**src/rtl/lcd_avalon_responder.sv**
```systemverilog
// Avalon-MM slave that drives an HD44780 character LCD: latches single-byte writes and
// sequences RS/E/DATA timing. Define LCD_INIT_SEQ_EN to issue the power-on init sequence.
module lcd_avalon_responder #(
    parameter int SETUP_CYCLES      = 2,
    parameter int E_PULSE_CYCLES    = 12,
    parameter int HOLD_CYCLES       = 1,
    parameter int CMD_WAIT_CYCLES   = 2000,
    parameter int CLEAR_WAIT_CYCLES = 82000
) (
    input  logic       clk,
    input  logic       reset,
    input  logic       address,
    input  logic       chipselect,
    input  logic       byteenable,
    input  logic       read,
    input  logic       write,
    input  logic [7:0] writedata,
    output logic       waitrequest,
    output logic [7:0] readdata,
    output logic [1:0] response,
    output logic       lcd_rs,
    output logic       lcd_rw,
    output logic       lcd_en,
    output logic [7:0] lcd_data,
    output logic       lcd_on,
    output logic       lcd_blon
);

    function automatic int max_of(input int a, input int b);
        return (a > b) ? a : b;
    endfunction

    localparam int MAX_CYCLES = max_of(max_of(max_of(SETUP_CYCLES, E_PULSE_CYCLES),
                                              max_of(HOLD_CYCLES, CMD_WAIT_CYCLES)),
                                       CLEAR_WAIT_CYCLES);
    localparam int CNT_W = $clog2(MAX_CYCLES) + 1;

    // Counters are loaded with N-1 so a phase lasts exactly N cycles.
    localparam logic [CNT_W-1:0] SETUP_LOAD = CNT_W'(SETUP_CYCLES - 1);
    localparam logic [CNT_W-1:0] PULSE_LOAD = CNT_W'(E_PULSE_CYCLES - 1);
    localparam logic [CNT_W-1:0] HOLD_LOAD  = CNT_W'(HOLD_CYCLES - 1);
    localparam logic [CNT_W-1:0] CMD_LOAD   = CNT_W'(CMD_WAIT_CYCLES - 1);
    localparam logic [CNT_W-1:0] CLEAR_LOAD = CNT_W'(CLEAR_WAIT_CYCLES - 1);

    typedef enum logic [2:0] {
        IDLE  = 3'd0,
        SETUP = 3'd1,
        PULSE = 3'd2,
        HOLD  = 3'd3,
        WAIT  = 3'd4
    } state_t;

    state_t           state_reg, state_next;
    logic [CNT_W-1:0] count_reg, count_next;
    logic             rs_reg;
    logic [7:0]       data_reg;
    logic             long_wait_reg;

    logic       init_pending;
    logic       start_init;
    logic [7:0] init_byte;
    logic       host_ok;
    logic       accept;
    logic       start;
    logic       start_rs;
    logic [7:0] start_data;
    logic       busy;

`ifdef LCD_INIT_SEQ_EN
    logic [2:0] init_idx_reg;

    always_ff @(posedge clk or posedge reset) begin
        if (reset) begin
            init_idx_reg <= 3'd0;
        end else if (start_init) begin
            init_idx_reg <= init_idx_reg + 3'd1;
        end
    end

    // Pending until the last instruction has been launched; the FSM covers the rest.
    assign init_pending = (init_idx_reg != 3'd4);
    assign start_init   = (state_reg == IDLE) && init_pending;

    always_comb begin
        init_byte = 8'h00;
        case (init_idx_reg)
            3'd0:    init_byte = 8'h38;
            3'd1:    init_byte = 8'h0C;
            3'd2:    init_byte = 8'h01;
            3'd3:    init_byte = 8'h06;
            default: init_byte = 8'h00;
        endcase
    end
`else
    assign init_pending = 1'b0;
    assign start_init   = 1'b0;
    assign init_byte    = 8'h00;
`endif

    assign host_ok    = chipselect && write && (state_reg == IDLE) && !init_pending;
    assign accept     = host_ok && byteenable;
    assign start      = start_init || accept;
    assign start_rs   = start_init ? 1'b0 : address;
    assign start_data = start_init ? init_byte : writedata;
    assign busy       = (state_reg != IDLE) || init_pending;

    always_ff @(posedge clk or posedge reset) begin
        if (reset) begin
            state_reg <= IDLE;
            count_reg <= '0;
        end else begin
            state_reg <= state_next;
            count_reg <= count_next;
        end
    end

    always_comb begin
        state_next = state_reg;
        count_next = count_reg;
        case (state_reg)
            IDLE: begin
                if (start) begin
                    state_next = SETUP;
                    count_next = SETUP_LOAD;
                end
            end
            SETUP: begin
                if (count_reg == '0) begin
                    state_next = PULSE;
                    count_next = PULSE_LOAD;
                end else begin
                    count_next = count_reg - CNT_W'(1);
                end
            end
            PULSE: begin
                if (count_reg == '0) begin
                    state_next = HOLD;
                    count_next = HOLD_LOAD;
                end else begin
                    count_next = count_reg - CNT_W'(1);
                end
            end
            HOLD: begin
                if (count_reg == '0) begin
                    state_next = WAIT;
                    count_next = long_wait_reg ? CLEAR_LOAD : CMD_LOAD;
                end else begin
                    count_next = count_reg - CNT_W'(1);
                end
            end
            WAIT: begin
                if (count_reg == '0) begin
                    state_next = IDLE;
                    count_next = '0;
                end else begin
                    count_next = count_reg - CNT_W'(1);
                end
            end
            default: begin
                state_next = IDLE;
                count_next = '0;
            end
        endcase
    end

    // Clear display (0x01) and return home (0x02/0x03) need the long execution wait.
    always_ff @(posedge clk or posedge reset) begin
        if (reset) begin
            rs_reg        <= 1'b0;
            data_reg      <= 8'h00;
            long_wait_reg <= 1'b0;
        end else if (start) begin
            rs_reg        <= start_rs;
            data_reg      <= start_data;
            long_wait_reg <= !start_rs && (start_data >= 8'h01) && (start_data <= 8'h03);
        end
    end

    always_comb begin
        lcd_en      = (state_reg == PULSE);
        waitrequest = chipselect && write && busy;
        response    = (host_ok && !byteenable) ? 2'b10 : 2'b00;
        readdata    = 8'h00;
        if (chipselect && read && !write) begin
            readdata = address ? data_reg : {busy, 7'b0};
        end
    end

    assign lcd_rs   = rs_reg;
    assign lcd_data = data_reg;
    assign lcd_rw   = 1'b0;
    assign lcd_on   = 1'b1;
    assign lcd_blon = 1'b1;

endmodule

```
**config.mk**
```make
export PLATFORM = sky130hd
export DESIGN_NAME = lcd_avalon_responder
export DESIGN_NICKNAME = d
export VERILOG_FILES = /design/src/rtl/lcd_avalon_responder.sv
export SDC_FILE = /design/constraint.sdc
export NUM_CORES = 1
export LEC_CHECK = 0
export BUFFER_PORTS_ARGS = -buffer_cell sky130_fd_sc_hd__buf_2
export CORE_UTILIZATION = 55
export DETAILED_ROUTE_END_ITERATION = 10
export PLACE_DENSITY_LB_ADDON = 0.08
export REMOVE_ABC_BUFFERS = 1
export SLEW_MARGIN = 15
export SYNTH_ARGS = -nofsm -noshare
export SYNTH_HDL_FRONTEND = slang
export SYNTH_SLANG_ARGS = --single-unit
```
**constraint.sdc**
```tcl
create_clock -name clk -period 4.03 [get_ports clk]
set_input_delay 0.403 -clock clk [delete_from_list [all_inputs] [get_ports clk]]
set_output_delay 0.403 -clock clk [all_outputs]
set_load 0.01 [all_outputs]
```
==> flow_metrics.env <==
export IMPL_status="complete, no violations"
export IMPL_vias=1712
export IMPL_n_antenna_cell=0
export IMPL_switching_share_pct=21.2
export IMPL_synth_edf_count=0
export IMPL_worst_ep_required_time_ns=4.26
export IMPL_hp_class="primary input to asynchronous set/reset pin"
export IMPL_clkSlewWorstSetupHoldPaths_ns=0.11
export IMPL_yosysTopAreaCell="dfrtp_1"
export IMPL_setup_viol=0
export IMPL_ant_nets=0
export IMPL_synth_area_leaders="dfrtp_1 40%, mux2_2 5.2%, o21ai_0 4.1%"
export IMPL_io_pins=39
export IMPL_synth_async_reset_ratio_pct=100
export IMPL_crit_type="flip-flop to flip-flop"
export IMPL_synth_top_area_share_pct=39.8
export IMPL_rsz0062_at_grt="no"
export IMPL_clock_tree_root_cell="clkbuf_4"
export IMPL_p_leak_nw=0.983
export IMPL_largest_register_ff_count=18
export IMPL_mostFrequentLayoutCell="buf_2"
export IMPL_cp_start_kind="flip-flop"
export IMPL_maxSlewViolCount=0
export IMPL_dieArea_um2=3790
export IMPL_place_gp_congestion=0.900
export IMPL_cts_sinks=31
export IMPL_final_nets=253
export IMPL_grt_max_degree=32
export IMPL_crit_slowest_cell="o21ai_0"
export IMPL_die_h_um=61.5
export IMPL_clkPwrFrac_pct=43.6
export IMPL_grtUsageTotal_pct=26.4
export IMPL_intPower_mw=0.465
export IMPL_routed_wl_mm=4.42
export IMPL_synth_xor_area_share_pct=0.899
export IMPL_antenna_found_initial=0
export IMPL_layout_drive_gt1_share_pct=28.7
export IMPL_critPathTopFamily="compound AO/OA/AOI/OAI gates"
export IMPL_start_util_pct=58.0
export IMPL_holdWs_ns=0.121
export IMPL_drc=0
export IMPL_pwr_share_seq_pct=52.7
export IMPL_core_um2=3360
export IMPL_ctsHtreeMaxLevel=2
export IMPL_finalNonFillerCells=283
export IMPL_slowest_delay_ns=0.88
export IMPL_holdBufCountCts=0
export IMPL_cts_setup_buffers=0
export IMPL_dieWidth_um=61.5
export IMPL_ir_drop_mv=0.173
export IMPL_synth_top_flop_cell="dfrtp_1"
export IMPL_dp_hpwl_mm=3.20
export IMPL_fin_setup_tns_ns=0
export IMPL_ys_warnings_count=0
export IMPL_nFillCells=294
export IMPL_synth_cell_type_count=57
export IMPL_avgSynthCellArea_um2=9.46
export IMPL_timing_final_crit_share_pct=68.7
export IMPL_grt_pass1_wl_mm=7.14
export IMPL_worst_slew_pin_slew_ns=1.09
export IMPL_syn2layout_area_growth_pct=12.6
export IMPL_vias_per_cell=6.05
export IMPL_fmax_mhz=361
export IMPL_relSlewSlack_pct=26.7
export IMPL_dp_cells=275
export IMPL_num_rows=21
export IMPL_wl_per_cell_um=15.6
export IMPL_fin_util_pct=65.3
export IMPL_cts_resized_gates=0
export IMPL_hold_violations=0
export IMPL_switchingPower_mw=0.125
export IMPL_dr_pass1_iters=4
export IMPL_cts_buffers_inserted=5
export IMPL_path_cells="inv_1 > ha_1 > nor4b_2 > nand3_1 > o21ai_0 > o21ai_0 > a21o_2"
export IMPL_cts_tree="done"
export IMPL_synth_compound_area_share_pct=21.3
export IMPL_yosysSeqAreaShare_pct=39.8
export IMPL_synth_simple_area_share_pct=25.2
export IMPL_grt_pass1_vias=1564
export IMPL_syn_inst=206
export IMPL_layout_common_cells="34 x buf_2, 31 x dfrtp_1, 16 x nor2_1, 16 x o21ai_0, 15 x nand2_1"
export IMPL_pwr_share_comb_pct=3.7
export IMPL_clock_path_buffers=2
export IMPL_synth_top_family_by_area="simple AND/OR/NAND/NOR gates"
export IMPL_end_kind="flip-flop"
export IMPL_clock_skew_ns=0.0164
export IMPL_drtIter0Drc=108
export IMPL_synthAdderAreaFrac_pct=1.28
export IMPL_p_per_area_nw_per_um2=269
export IMPL_crit_top_cell="o21ai_0"
export IMPL_period_minus_slack_ns=2.77
export IMPL_maxCapViolCount=0
export IMPL_grt_overflow=0
export IMPL_ys_ff_latch=31
export IMPL_path_buf_inv=1
export IMPL_synthesis_area_um2=1950
export IMPL_crit_fanout=11
export IMPL_insertion_delay_ns=0.34
export IMPL_cp_arrival_ns=3.00
export IMPL_synth_mux_area_fraction_pct=5.71
export IMPL_portBuffers=34
==> final timing paths <==
path                                             end  depth (start not counted)                 startpoint  slack, ns
hold / removal              count_reg[1]$_DFFE_PP0N_                          3                      reset       0.12
max in group asynchronous  count_reg[12]$_DFFE_PP0N_                          3                      reset       3.62
min in group clk             lcd_data[0]$_DFFE_PP0P_                          2               writedata[0]       0.30
setup reg to reg           count_reg[11]$_DFFE_PP0N_                          7   count_reg[0]$_DFFE_PP0N_       1.26
setup / recovery           count_reg[11]$_DFFE_PP0N_                          7   count_reg[0]$_DFFE_PP0N_       1.26
hold reg to reg            long_wait_reg$_DFFE_PP0P_                          2  long_wait_reg$_DFFE_PP0P_       0.50
==> synthesized netlist by cell type (2+ instances only) <==
cell type / count
inv_1: 6
a22o_1: 2
a21oi_1: 5
dfrtp_1: 31
o41ai_1: 2
ha_1: 2
nor2_1: 16
nor3_1: 10
o21ai_0: 16
buf_4: 6
nand3_1: 5
conb_1: 2
a31oi_1: 4
or3_1: 3
nor4_1: 2
a21o_1: 2
buf_2: 7
and2_1: 9
nand2_1: 15
o22ai_1: 6
nor3b_1: 2
o211a_1: 2
nand2b_1: 3
o211ai_1: 3
or4_1: 3
mux2_2: 9
and3_1: 2
nor2b_1: 2
==> stage by stage <==
| stage | area (um^2) | total power, mW | setup slack [ns] |
|---|---|---|---|
| finish | 2190 | 0.590 | 1.26 |
| floorplan | 1870 | 0.326 | 1.87 |
| CTS | 2190 | 0.595 | 1.37 |
| detailed placement | 2110 | 0.339 | 1.42 |
| global route | 2190 | 0.614 | 1.07 |
| global placement | 2110 | 0.338 | 1.53 |
==> layout make-up <==
cell class                 count  area, um^2  area share, %
multi-input combinational    157        1070           49.0
inverter                       6        22.5           1.03
sequential                    31         776           35.3
timing repair buffer          35         178           8.10
clock buffer                   6        51.3           2.34
clock inverter                 2        35.0           1.60
tap                           46        57.6           2.62
==> power by group through the flow <==
stage | Sequential, mW | Combinational [mW] | Clock [mW]
2_1_floorplan | 0.317 | 0.00936 | 0
3_3_place_gp | 0.317 | 0.0216 | 0
3_5_place_dp | 0.317 | 0.0225 | 0
4_1_cts | 0.311 | 0.0225 | 0.262
5_1_grt | 0.311 | 0.0257 | 0.278
6_report | 0.311 | 0.0218 | 0.257
==> worst reg2reg max path, cell delays in order, from the launching register on <==
cell and delay [ns]:
dfrtp_1 0.44, inv_1 0.18, ha_1 0.16, nor4b_2 0.29, nand3_1 0.16, o21ai_0 0.88
o21ai_0 0.28, a21o_2 0.27
==> cell families after synthesis <==
group / Yosys count
compound gates: 56
xor+xnor: 2
fa+ha+maj: 2
buf+inv: 20
flops: 31
mux: 10
other cells: 2
simple gates: 83
==> per-layer routing <==
layer / share of wire [%] / vias up / global-route usage [%]
li1: - / 814 / -
met4: 2.0 / 0 / 10.8
met1: 44 / 823 / 34.2
met3: 5.8 / 9 / 7.35
met2: 48 / 66 / 41.6
met5: 0 / - / 0
(Power assumes the default switching activity.)
